[src/rtl/cp0_exc_if.sv]
// cp0_exc_if: bundle of every signal between the MEM stage / hazard unit /
// fetch and the CP0 exception block.
//   master : pipeline side, drives MEM exception flags and mtc0/mfc0 requests
//   slave  : cp0_exc side, returns flush/redirect, mfc0 data and register views
interface cp0_exc_if;
    logic [5:0]  int_i;
    logic [31:0] pcM;
    logic        is_dsM;
    logic        adelM;
    logic        adesM;
    logic [31:0] bad_addrM;
    logic        syscallM;
    logic        breakM;
    logic        riM;
    logic        ovM;
    logic        eretM;
    logic        validM;
    logic        we_i;
    logic [4:0]  waddr_i;
    logic [4:0]  raddr_i;
    logic [31:0] wdata_i;
    logic [31:0] rdata_o;
    logic [31:0] exctype_o;
    logic        flush_o;
    logic [31:0] newpc_o;
    logic [31:0] status_o;
    logic [31:0] cause_o;
    logic [31:0] epc_o;
    logic        timer_int_o;

    modport master (
        output int_i, pcM, is_dsM, adelM, adesM, bad_addrM,
               syscallM, breakM, riM, ovM, eretM, validM,
               we_i, waddr_i, raddr_i, wdata_i,
        input  rdata_o, exctype_o, flush_o, newpc_o,
               status_o, cause_o, epc_o, timer_int_o
    );

    modport slave (
        input  int_i, pcM, is_dsM, adelM, adesM, bad_addrM,
               syscallM, breakM, riM, ovM, eretM, validM,
               we_i, waddr_i, raddr_i, wdata_i,
        output rdata_o, exctype_o, flush_o, newpc_o,
               status_o, cause_o, epc_o, timer_int_o
    );
endinterface

[src/rtl/cp0_exc.sv]
// cp0_exc: MEM-stage exception collector and CP0 register file.
// Prioritises interrupt / address / instruction exceptions and eret, updates
// Status, Cause, EPC and BadVAddr, and drives flush plus redirect PC.
// Serves mtc0 writes and combinational mfc0 reads.
//
// Ports:
//   clk  rising-edge clock
//   rst  asynchronous reset, active-high
//   bus  cp0_exc_if.slave (MEM flags, mtc0/mfc0, flush/newpc, register views)
//
// Optional feature macro: CP0_TIMER_EN
//   defined   : Count/Compare timer and timer_int_o latch implemented
//   undefined : Count/Compare read 0, writes ignored, timer_int_o = 0
module cp0_exc #(
    parameter logic [31:0] EXC_VECTOR   = 32'hBFC0_0380,
    parameter logic [31:0] STATUS_RESET = 32'h0040_0000
) (
    input  logic      clk,
    input  logic      rst,
    cp0_exc_if.slave  bus
);

    localparam logic [4:0] REG_BADVADDR = 5'd8;
    localparam logic [4:0] REG_COUNT    = 5'd9;
    localparam logic [4:0] REG_COMPARE  = 5'd11;
    localparam logic [4:0] REG_STATUS   = 5'd12;
    localparam logic [4:0] REG_CAUSE    = 5'd13;
    localparam logic [4:0] REG_EPC      = 5'd14;

    // Status bits software may change: IM[15:8], EXL[1], IE[0]
    localparam logic [31:0] STATUS_WMASK = 32'h0000_FF03;

    localparam logic [7:0] EXC_INT  = 8'h01;
    localparam logic [7:0] EXC_ADEL = 8'h04;
    localparam logic [7:0] EXC_ADES = 8'h05;
    localparam logic [7:0] EXC_SYS  = 8'h08;
    localparam logic [7:0] EXC_BP   = 8'h09;
    localparam logic [7:0] EXC_RI   = 8'h0a;
    localparam logic [7:0] EXC_OV   = 8'h0c;
    localparam logic [7:0] EXC_ERET = 8'h0e;

    logic [31:0] status_r;
    logic [31:0] epc_r;
    logic [31:0] badvaddr_r;
    logic [31:0] count_r;
    logic [31:0] compare_r;
    logic        cause_bd;
    logic [7:0]  cause_ip;
    logic [4:0]  cause_exc;
    logic        timer_int;
    logic [31:0] cause_w;

    logic        int_pend;
    logic        fetch_adel;
    logic [7:0]  exc_code;
    logic        flush;
    logic        take_exc;
    logic        take_eret;
    logic        wr;
    logic        exl;

    assign exl        = status_r[1];
    assign cause_w    = {cause_bd, 15'b0, cause_ip, 1'b0, cause_exc, 2'b00};
    assign int_pend   = status_r[0] & ~exl & (|(cause_ip & status_r[15:8]));
    assign fetch_adel = |bus.pcM[1:0];

    always_comb begin
        exc_code = 8'h00;
        if (bus.validM) begin
            if (int_pend)          exc_code = EXC_INT;
            else if (fetch_adel)   exc_code = EXC_ADEL;
            else if (bus.riM)      exc_code = EXC_RI;
            else if (bus.syscallM) exc_code = EXC_SYS;
            else if (bus.breakM)   exc_code = EXC_BP;
            else if (bus.ovM)      exc_code = EXC_OV;
            else if (bus.adelM)    exc_code = EXC_ADEL;
            else if (bus.adesM)    exc_code = EXC_ADES;
            else if (bus.eretM)    exc_code = EXC_ERET;
        end
    end

    assign flush     = (exc_code != 8'h00);
    assign take_eret = (exc_code == EXC_ERET);
    assign take_exc  = flush & ~take_eret;
    // A flushing instruction never commits its own mtc0.
    assign wr        = bus.we_i & ~flush;

    // Status
    always_ff @(posedge clk or posedge rst) begin
        if (rst) begin
            status_r <= STATUS_RESET;
        end else if (take_exc) begin
            status_r[1] <= 1'b1;
        end else if (take_eret) begin
            status_r[1] <= 1'b0;
        end else if (wr && bus.waddr_i == REG_STATUS) begin
            status_r <= (status_r & ~STATUS_WMASK) | (bus.wdata_i & STATUS_WMASK);
        end
    end

    // Cause: hardware IP bits track the interrupt lines every cycle.
    always_ff @(posedge clk or posedge rst) begin
        if (rst) begin
            cause_bd  <= 1'b0;
            cause_ip  <= 8'h00;
            cause_exc <= 5'd0;
        end else begin
            cause_ip[7:2] <= {bus.int_i[5] | timer_int, bus.int_i[4:0]};
            if (take_exc) begin
                cause_exc <= exc_code[4:0];
                if (!exl) cause_bd <= bus.is_dsM;
            end else if (wr && bus.waddr_i == REG_CAUSE) begin
                cause_ip[1:0] <= bus.wdata_i[9:8];
            end
        end
    end

    // EPC: a nested synchronous exception (EXL already set) keeps the original return point.
    always_ff @(posedge clk or posedge rst) begin
        if (rst) begin
            epc_r <= 32'h0;
        end else if (take_exc) begin
            if (!exl) epc_r <= bus.is_dsM ? (bus.pcM - 32'd4) : bus.pcM;
        end else if (wr && bus.waddr_i == REG_EPC) begin
            epc_r <= bus.wdata_i;
        end
    end

    // BadVAddr: hardware-only, loaded on address errors.
    always_ff @(posedge clk or posedge rst) begin
        if (rst) begin
            badvaddr_r <= 32'h0;
        end else if (take_exc && (exc_code == EXC_ADEL || exc_code == EXC_ADES)) begin
            badvaddr_r <= fetch_adel ? bus.pcM : bus.bad_addrM;
        end
    end

`ifdef CP0_TIMER_EN
    logic tick;

    always_ff @(posedge clk or posedge rst) begin
        if (rst) begin
            tick      <= 1'b0;
            count_r   <= 32'h0;
            compare_r <= 32'h0;
            timer_int <= 1'b0;
        end else begin
            tick <= ~tick;
            if (wr && bus.waddr_i == REG_COUNT) count_r <= bus.wdata_i;
            else if (tick)                      count_r <= count_r + 32'd1;

            if (wr && bus.waddr_i == REG_COMPARE) begin
                compare_r <= bus.wdata_i;
                timer_int <= 1'b0;
            end else if (count_r == compare_r && compare_r != 32'h0) begin
                timer_int <= 1'b1;
            end
        end
    end
`else
    assign count_r   = 32'h0;
    assign compare_r = 32'h0;
    assign timer_int = 1'b0;
`endif

    // mfc0 sees the pre-edge register contents.
    always_comb begin
        bus.rdata_o = 32'h0;
        case (bus.raddr_i)
            REG_BADVADDR: bus.rdata_o = badvaddr_r;
            REG_COUNT:    bus.rdata_o = count_r;
            REG_COMPARE:  bus.rdata_o = compare_r;
            REG_STATUS:   bus.rdata_o = status_r;
            REG_CAUSE:    bus.rdata_o = cause_w;
            REG_EPC:      bus.rdata_o = epc_r;
            default:      bus.rdata_o = 32'h0;
        endcase
    end

    assign bus.exctype_o   = {24'h0, exc_code};
    assign bus.flush_o     = flush;
    assign bus.newpc_o     = take_eret ? epc_r : EXC_VECTOR;
    assign bus.status_o    = status_r;
    assign bus.cause_o     = cause_w;
    assign bus.epc_o       = epc_r;
    assign bus.timer_int_o = timer_int;

endmodule

[src/flat_wrapper.sv]
// flat-port wrapper written by rule: the top's interface ports become plain ports
module cp0_exc_flat 
#(
    parameter logic [31:0] EXC_VECTOR   = 32'hBFC0_0380,
    parameter logic [31:0] STATUS_RESET = 32'h0040_0000
)
  (clk, rst, bus_int_i, bus_pcM, bus_is_dsM, bus_adelM, bus_adesM, bus_bad_addrM, bus_syscallM, bus_breakM, bus_riM, bus_ovM, bus_eretM, bus_validM, bus_we_i, bus_waddr_i, bus_raddr_i, bus_wdata_i, bus_rdata_o, bus_exctype_o, bus_flush_o, bus_newpc_o, bus_status_o, bus_cause_o, bus_epc_o, bus_timer_int_o);
  cp0_exc_if bus_i ();
  input  logic clk;
  input  logic rst;
  input wire logic [$bits(bus_i.int_i)-1:0] bus_int_i;
  input wire logic [$bits(bus_i.pcM)-1:0] bus_pcM;
  input wire logic [$bits(bus_i.is_dsM)-1:0] bus_is_dsM;
  input wire logic [$bits(bus_i.adelM)-1:0] bus_adelM;
  input wire logic [$bits(bus_i.adesM)-1:0] bus_adesM;
  input wire logic [$bits(bus_i.bad_addrM)-1:0] bus_bad_addrM;
  input wire logic [$bits(bus_i.syscallM)-1:0] bus_syscallM;
  input wire logic [$bits(bus_i.breakM)-1:0] bus_breakM;
  input wire logic [$bits(bus_i.riM)-1:0] bus_riM;
  input wire logic [$bits(bus_i.ovM)-1:0] bus_ovM;
  input wire logic [$bits(bus_i.eretM)-1:0] bus_eretM;
  input wire logic [$bits(bus_i.validM)-1:0] bus_validM;
  input wire logic [$bits(bus_i.we_i)-1:0] bus_we_i;
  input wire logic [$bits(bus_i.waddr_i)-1:0] bus_waddr_i;
  input wire logic [$bits(bus_i.raddr_i)-1:0] bus_raddr_i;
  input wire logic [$bits(bus_i.wdata_i)-1:0] bus_wdata_i;
  output wire logic [$bits(bus_i.rdata_o)-1:0] bus_rdata_o;
  output wire logic [$bits(bus_i.exctype_o)-1:0] bus_exctype_o;
  output wire logic [$bits(bus_i.flush_o)-1:0] bus_flush_o;
  output wire logic [$bits(bus_i.newpc_o)-1:0] bus_newpc_o;
  output wire logic [$bits(bus_i.status_o)-1:0] bus_status_o;
  output wire logic [$bits(bus_i.cause_o)-1:0] bus_cause_o;
  output wire logic [$bits(bus_i.epc_o)-1:0] bus_epc_o;
  output wire logic [$bits(bus_i.timer_int_o)-1:0] bus_timer_int_o;
  assign bus_i.int_i = bus_int_i;
  assign bus_i.pcM = bus_pcM;
  assign bus_i.is_dsM = bus_is_dsM;
  assign bus_i.adelM = bus_adelM;
  assign bus_i.adesM = bus_adesM;
  assign bus_i.bad_addrM = bus_bad_addrM;
  assign bus_i.syscallM = bus_syscallM;
  assign bus_i.breakM = bus_breakM;
  assign bus_i.riM = bus_riM;
  assign bus_i.ovM = bus_ovM;
  assign bus_i.eretM = bus_eretM;
  assign bus_i.validM = bus_validM;
  assign bus_i.we_i = bus_we_i;
  assign bus_i.waddr_i = bus_waddr_i;
  assign bus_i.raddr_i = bus_raddr_i;
  assign bus_i.wdata_i = bus_wdata_i;
  assign bus_rdata_o = bus_i.rdata_o;
  assign bus_exctype_o = bus_i.exctype_o;
  assign bus_flush_o = bus_i.flush_o;
  assign bus_newpc_o = bus_i.newpc_o;
  assign bus_status_o = bus_i.status_o;
  assign bus_cause_o = bus_i.cause_o;
  assign bus_epc_o = bus_i.epc_o;
  assign bus_timer_int_o = bus_i.timer_int_o;
  cp0_exc #(.EXC_VECTOR(EXC_VECTOR), .STATUS_RESET(STATUS_RESET)) u_core (.clk(clk), .rst(rst), .bus(bus_i));
endmodule
[config.mk]
export PLATFORM = sky130hd
export DESIGN_NAME = cp0_exc_flat
export DESIGN_NICKNAME = d
export VERILOG_FILES = /design/src/rtl/cp0_exc_if.sv /design/src/rtl/cp0_exc.sv /design/src/flat_wrapper.sv
export SDC_FILE = /design/constraint.sdc
export NUM_CORES = 1
export LEC_CHECK = 0
export BUFFER_PORTS_ARGS = -buffer_cell sky130_fd_sc_hd__buf_2
export CAP_MARGIN = 20
export CORE_AREA = 3 3 123 125
export CTS_CLUSTER_SIZE = 12
export DETAILED_ROUTE_END_ITERATION = 16
export DIE_AREA = 0 0 126 128
export PLACE_DENSITY = 0.74
export SLEW_MARGIN = 10
export SYNTH_ARGS = -nofsm -noshare
export SYNTH_HDL_FRONTEND = slang
export SYNTH_SLANG_ARGS = --single-unit
export TNS_END_PERCENT = 30
[constraint.sdc]
create_clock -name clk -period 3.55 [get_ports clk]
set_input_delay 0.5325 -clock clk [delete_from_list [all_inputs] [get_ports clk]]
set_output_delay 0.5325 -clock clk [all_outputs]
set_load 0.02 [all_outputs]
== Yosys cells after proc, flatten, opt, wreduce, memory -nomap -nowiden ==
Index checks and enable logic that the tools add are counted.

* Memory bits (read-only): 0
* Output and inout bits: 194
* Bits in latches: 0
* Logic and storage cells: 64
* Register bits: 110
* Bits of input ports: 124
* Memory bits (writable): 0
* Memories: 0

* Multiply operators: 0
* Add/subtract/negate cells: 1
* Equal/unequal tests: 11
* Bitwise gates (word level): 10
* Mux-type cells: 20
* Div/mod/pow operators: 0
* Magnitude comparators: 0
* Reductions and logical operators: 14
* Shift-type cells: 0

{| class="wikitable"
|+ Operators with widths
! kind !! count
|-
| $mux W32 || 6
|-
| $pmux W32 S4 || 1
|-
| $mux W8 || 9
|-
| $eq A5 B4 Y1 const B || 7
|-
| $or A32 B16 Y32 || 1
|-
| $sub A32 B3 Y32 const B || 1
|-
| $eq A8 B3 Y1 const B || 2
|-
| $and A8 B8 Y8 || 1
|-
| $eq A8 B4 Y1 const B || 1
|-
| $reduce_bool A8 Y1 || 1
|-
| $reduce_or A8 Y1 || 1
|-
| $reduce_and A2 Y1 || 3
|-
| $and A1 B1 Y1 || 4
|-
| $logic_and A1 B1 Y1 || 4
|-
| $mux W4 || 1
|-
| $not A1 Y1 || 4
|-
| $reduce_and A3 Y1 || 1
|-
| $reduce_bool A3 Y1 || 1
|-
| $mux W1 || 2
|-
| $mux W2 || 1
|-
| $ne A2 B2 Y1 const B || 1
|-
| $reduce_bool A2 Y1 || 1
|-
| $reduce_or A2 Y1 || 1
|-
| $logic_or A1 B1 Y1 || 1
|}

== Longest topological paths before layout ==
* Depth in word-level cells: 17
* Mapped depth: 8
* Gate-level depth less buffers: 8

== Worst setup path after synthesis ==
Ideal clock, no wire load.

* Path kind: input to output
* From: input port bus_raddr_i[0]
* To: output port bus_rdata_o[16]
* Data required time: 3017 ps
* Cell stages on the path: 5
* Slack: 774 ps
* Buffers on the path: 2
* Arrival: 2244 ps
* Cells stage by stage: or4b_2 nor2_1 clkbuf_1 buf_1 a22o_1

* Word-level cells in the longest chain between the ends: 2
* Elaborated cells between the ends (all ways): 5
* Classes of those cells: eq/ne (4); mux (1)

{| class="wikitable"
|+ Ends and longest elaborated chain
! item !! RTL line !! text
|-
| from (decl) || flat_wrapper.sv:25 || <nowiki>input wire logic [$bits(bus_i.raddr_i)-1:0] bus_raddr_i;</nowiki>
|-
| $eq A5 B4 Y1 || cp0_exc.sv:169 || <nowiki>case (bus.raddr_i)</nowiki>
|-
| $pmux W32 S4 (*) || cp0_exc.sv:169 ||
|-
| to (decl) || flat_wrapper.sv:27 || <nowiki>output wire logic [$bits(bus_i.rdata_o)-1:0] bus_rdata_o;</nowiki>
|}

Mark *: on every way between the ends. The rest lies on a longest branch, timed or not.

== Final worst setup path ==
* From: register u_core.status_r[14], in the netlist u_core.bus.status_o[14]
* To: output port bus_newpc_o[15]

* Word-level cells in the longest chain between the ends: 7

{| class="wikitable"
|+ Ends and longest elaborated chain
! item !! RTL line !! text
|-
| from (decl) || cp0_exc.sv:42 || <nowiki>logic [31:0] status_r;</nowiki>
|-
| from (signal assigned) || cp0_exc.sv:97 || <nowiki>status_r <= (status_r & ~STATUS_WMASK) | (bus.wdata_i & STATUS_WMASK);</nowiki>
|-
| $and A8 B8 Y8 || cp0_exc.sv:64 || <nowiki>assign int_pend = status_r[0] & ~exl & (|(cause_ip & status_r[15:8]));</nowiki>
|-
| $reduce_or A8 Y1 || cp0_exc.sv:64 ||
|-
| $and A1 B1 Y1 || cp0_exc.sv:64 ||
|-
| $mux W8 || cp0_exc.sv:70 || <nowiki>if (int_pend) exc_code = EXC_INT;</nowiki>
|-
| $mux W8 || cp0_exc.sv:69 || <nowiki>if (bus.validM) begin</nowiki>
|-
| $eq A8 B4 Y1 || cp0_exc.sv:83 || <nowiki>assign take_eret = (exc_code == EXC_ERET);</nowiki>
|-
| $mux W32 || cp0_exc.sv:182 || <nowiki>assign bus.newpc_o = take_eret ? epc_r : EXC_VECTOR;</nowiki>
|-
| to (decl) || flat_wrapper.sv:30 || <nowiki>output wire logic [$bits(bus_i.newpc_o)-1:0] bus_newpc_o;</nowiki>
|}

No other way between the ends.

==> impl_metrics.yaml <==
layout:
  layout-area-overhead-vs-synth_pct: 27.5
  nets: 973
  drive_gt1_share_pct: 38.8
  diodes: 0
sta:
  finalCritPeriodShare_pct: 85.5
  setup_tns_ps: 0
  fin_crit_ps: 3030
  slew_headroom_pct: 45.4
  fmax_mhz: 330
  rsz0062_at_grt: "false"
  clock_skew_ps: 7.93
  setup_viol: 0
  slew_viol_final: 0
  hold_violations: 0
  worst_pin_slew_ps: 818
  fin_ws_ps: 516
worst_setup_path:
  crit_path_max_incr_delay_ps: 410
  cp_max_fo: 26
  cp.required_ps: 3020
  arrival_ps: 2500
  cp-end-kind: "primary output"
  critical_path_class: "reg -> out"
  path_cells: "a22oi_1 > nand2_1 > o21a_1 > nor4b_2 > buf_4 > and2_1 > buf_2"
  cp_slowest_cell: "dfrtp_1"
  critPathLaunchType: "flop"
  r2r_setup_slack_ps: 860
detailed_routing:
  viasPerCell: 5.21
  wl_per_cell_microns: 19.1
  drc: 0
  wl_microns: 19700
  first_iter_violations: 469
  drtAntennaViolNets: 0
  vias: 5387
  drtPass1Iterations: 5
global_route:
  antenna_found_initial: 0
  use_met1_pct: 30.7
  grt_first_pass_wirelength_microns: 29400
  grt_usage_pct: 23.3
  use_met3_pct: 3.79
  grt_use_met2_pct: 38.8
  grt_max_degree: 65
  first_global_vias: 5175
  busiest_layer: "met2"
  grt_overflow: 0
logic_synthesis:
  ys_warn_count: 0
  syn_inst: 610
  ys_seq_area_share_pct: 38.7
  syn_avg_cell_area_sq_um: 9.23
  synth_area_sq_um: 5630
  synth-seq-cells: 87
  synth_cell_types: 54
outcome:
  status: "finished clean"
die:
  die_w_microns: 126
  die-area_sq_um: 16100
  ioPinCount: 318
  die_y_microns: 128
  initial_core_util_pct: 40.2
  rows: 43
  coreArea_sq_um: 14000
clocking:
  worst_skew_pair.late_latency_ps: 340
  ctsLongestPathBuffers: 2
  postCtsSetupBuffers: 0
  cts_buffers: 9
  clk_pin_slew_ps: 60
  post_cts_resized: 0
  cts_max_level: 3
  cts_hold_buf: 0
  cts_root_buf: "clkbuf_16"
  cts.sinks: 87
  cts_tree: "built"
job:
  maxCapViolCount: 0
pwr:
  ir_worst_vdd_uv: 270
  p_per_area_nw_per_um2: 420
  p_leak_nw: 3.51
hold_path:
  hold_class: "in -> reg"
place:
  gp_congestion: 0.865
  dp_hpwl_microns: 14600
  place_ws_ps: 588
  io_buffer_count: 247
## Yosys cell counts, drive strengths merged
master  number  area, sq um
or4b         4         43.8
mux2        14          158
nand3        6         30.0
nor2b        1         6.26
dfrtp       87         2180
conb         2         7.51
nand3b       3         22.5
a221oi       6         58.8
xnor2       19          166
o221a       25          282
o21ai        7         35.0
clkbuf      30          113
or3          7         48.8
nand2       47          176
a22o        16          140
nor3        13         65.1
nand2b      12         75.1
nand4b       1         8.76
inv         21         78.8
xor2         8         70.1
nand4        1         6.26
a21o         1         7.51
a41oi        1         8.76
a31oi        1         6.26
o21a         1         7.51
a22oi       20          150
or2          2         12.5
a21boi       2         15.0
a21oi       40          200
buf         72          537
and2        21          131
mux2i       32          320
ha           1         12.5
or3b         2         17.5
nor4         8         71.3
nor2        62          233
nor3b        3         22.5
a222oi       5         50.1
a221o        1         10.0
and4bb       1         12.5
o31ai        1         7.51
or4          2         18.8
nor4b        1         8.76
## sequential cells by signal, indices dropped and copies added, names as in the netlist
name	flops
u_core.cause_bd	1
u_core.cause_ip	8
u_core.bus.epc_o	32
u_core.bus.status_o	10
u_core.cause_exc	4
u_core.badvaddr_r	32
## layout make-up
class | instances | area, sq um
Clock buffer | 11 | 243
Clock inverter | 5 | 57.6
Fill cell | 1376 | 6810
Inverter | 21 | 81.3
Multi-Input combinational cell | 468 | 3040
Sequential cell | 87 | 2180
Tap cell | 180 | 225
Timing Repair Buffer | 261 | 1350
## layer usage
layer / vias up / share of wire (%)
met5: - / 0
met4: 0 / 2.0
met2: 280 / 50
li1: 2500 / -
met3: 31 / 8.3
met1: 2576 / 40
## final timing paths
path / startpoint / end / depth (start not counted)
min: bus_int_i[1] / u_core.cause_ip[3] / 1
min in group asynchronous: rst / u_core.bus.epc_o[2] / 2
max reg2reg: u_core.bus.status_o[14] / u_core.bus.epc_o[23] / 7
max in group asynchronous: rst / u_core.bus.epc_o[15] / 3
max: u_core.bus.status_o[14] / bus_newpc_o[15] / 7
min reg2reg: u_core.cause_exc[0] / u_core.cause_exc[0] / 1
## per-stage QoR
stage	hold WS, ps	instances	utilization [%]	total power [mW]	cell area (sq um)
detailed placement	508	1017	49.2	2.07	6880
CTS	282	1033	51.3	3.04	7180
floorplan	495	678	-	1.80	5880
global route	281	1033	51.3	3.17	7180
global placement	499	1017	49.2	2.05	6880
finish	300	1033	51.3	3.01	7180
## logic make-up (layout without fill, tap and decap cells)
kind of cell / after synthesis / in the layout / share of synthesized area, %
flip-flops: 87 / 87 / 38.7
XOR/XNOR: 27 / 27 / 4.20
AND/OR/NAND/NOR: 197 / 197 / 18.0
adder cells (fa/ha/maj): 1 / 1 / 0.222
other: 2 / 70 / 0.133
multiplexers: 46 / 46 / 8.49
buffers and inverters: 123 / 298 / 12.9
AO/OA/AOI/OAI: 127 / 127 / 17.4
## worst max-delay path: cells and delay by family, from the launching register on
family | cells | cell delay (ps)
DFF | 1 | 410
AOI/OAI and AO/OA | 2 | 570
buffers and inverters | 2 | 520
and+or+nand+nor | 3 | 660
## cell usage in the layout, fill, tap and decap left out, types with 20 or more instances in the layout
cell / instances
o221a_2: 21
buf_2: 247
mux2i_1: 32
and2_1: 21
dfrtp_1: 87
inv_1: 20
conb_1: 70
nor2_1: 60
a22oi_1: 20
a21oi_1: 39
nand2_1: 47
## power breakdown
part	switching, mW	leakage [nW]	internal, mW
sequential	0.146	0.995	1.14
combinational	0.476	2.36	0.289
clock	0.396	0.149	0.565
Power figures use the tool's default switching activity.
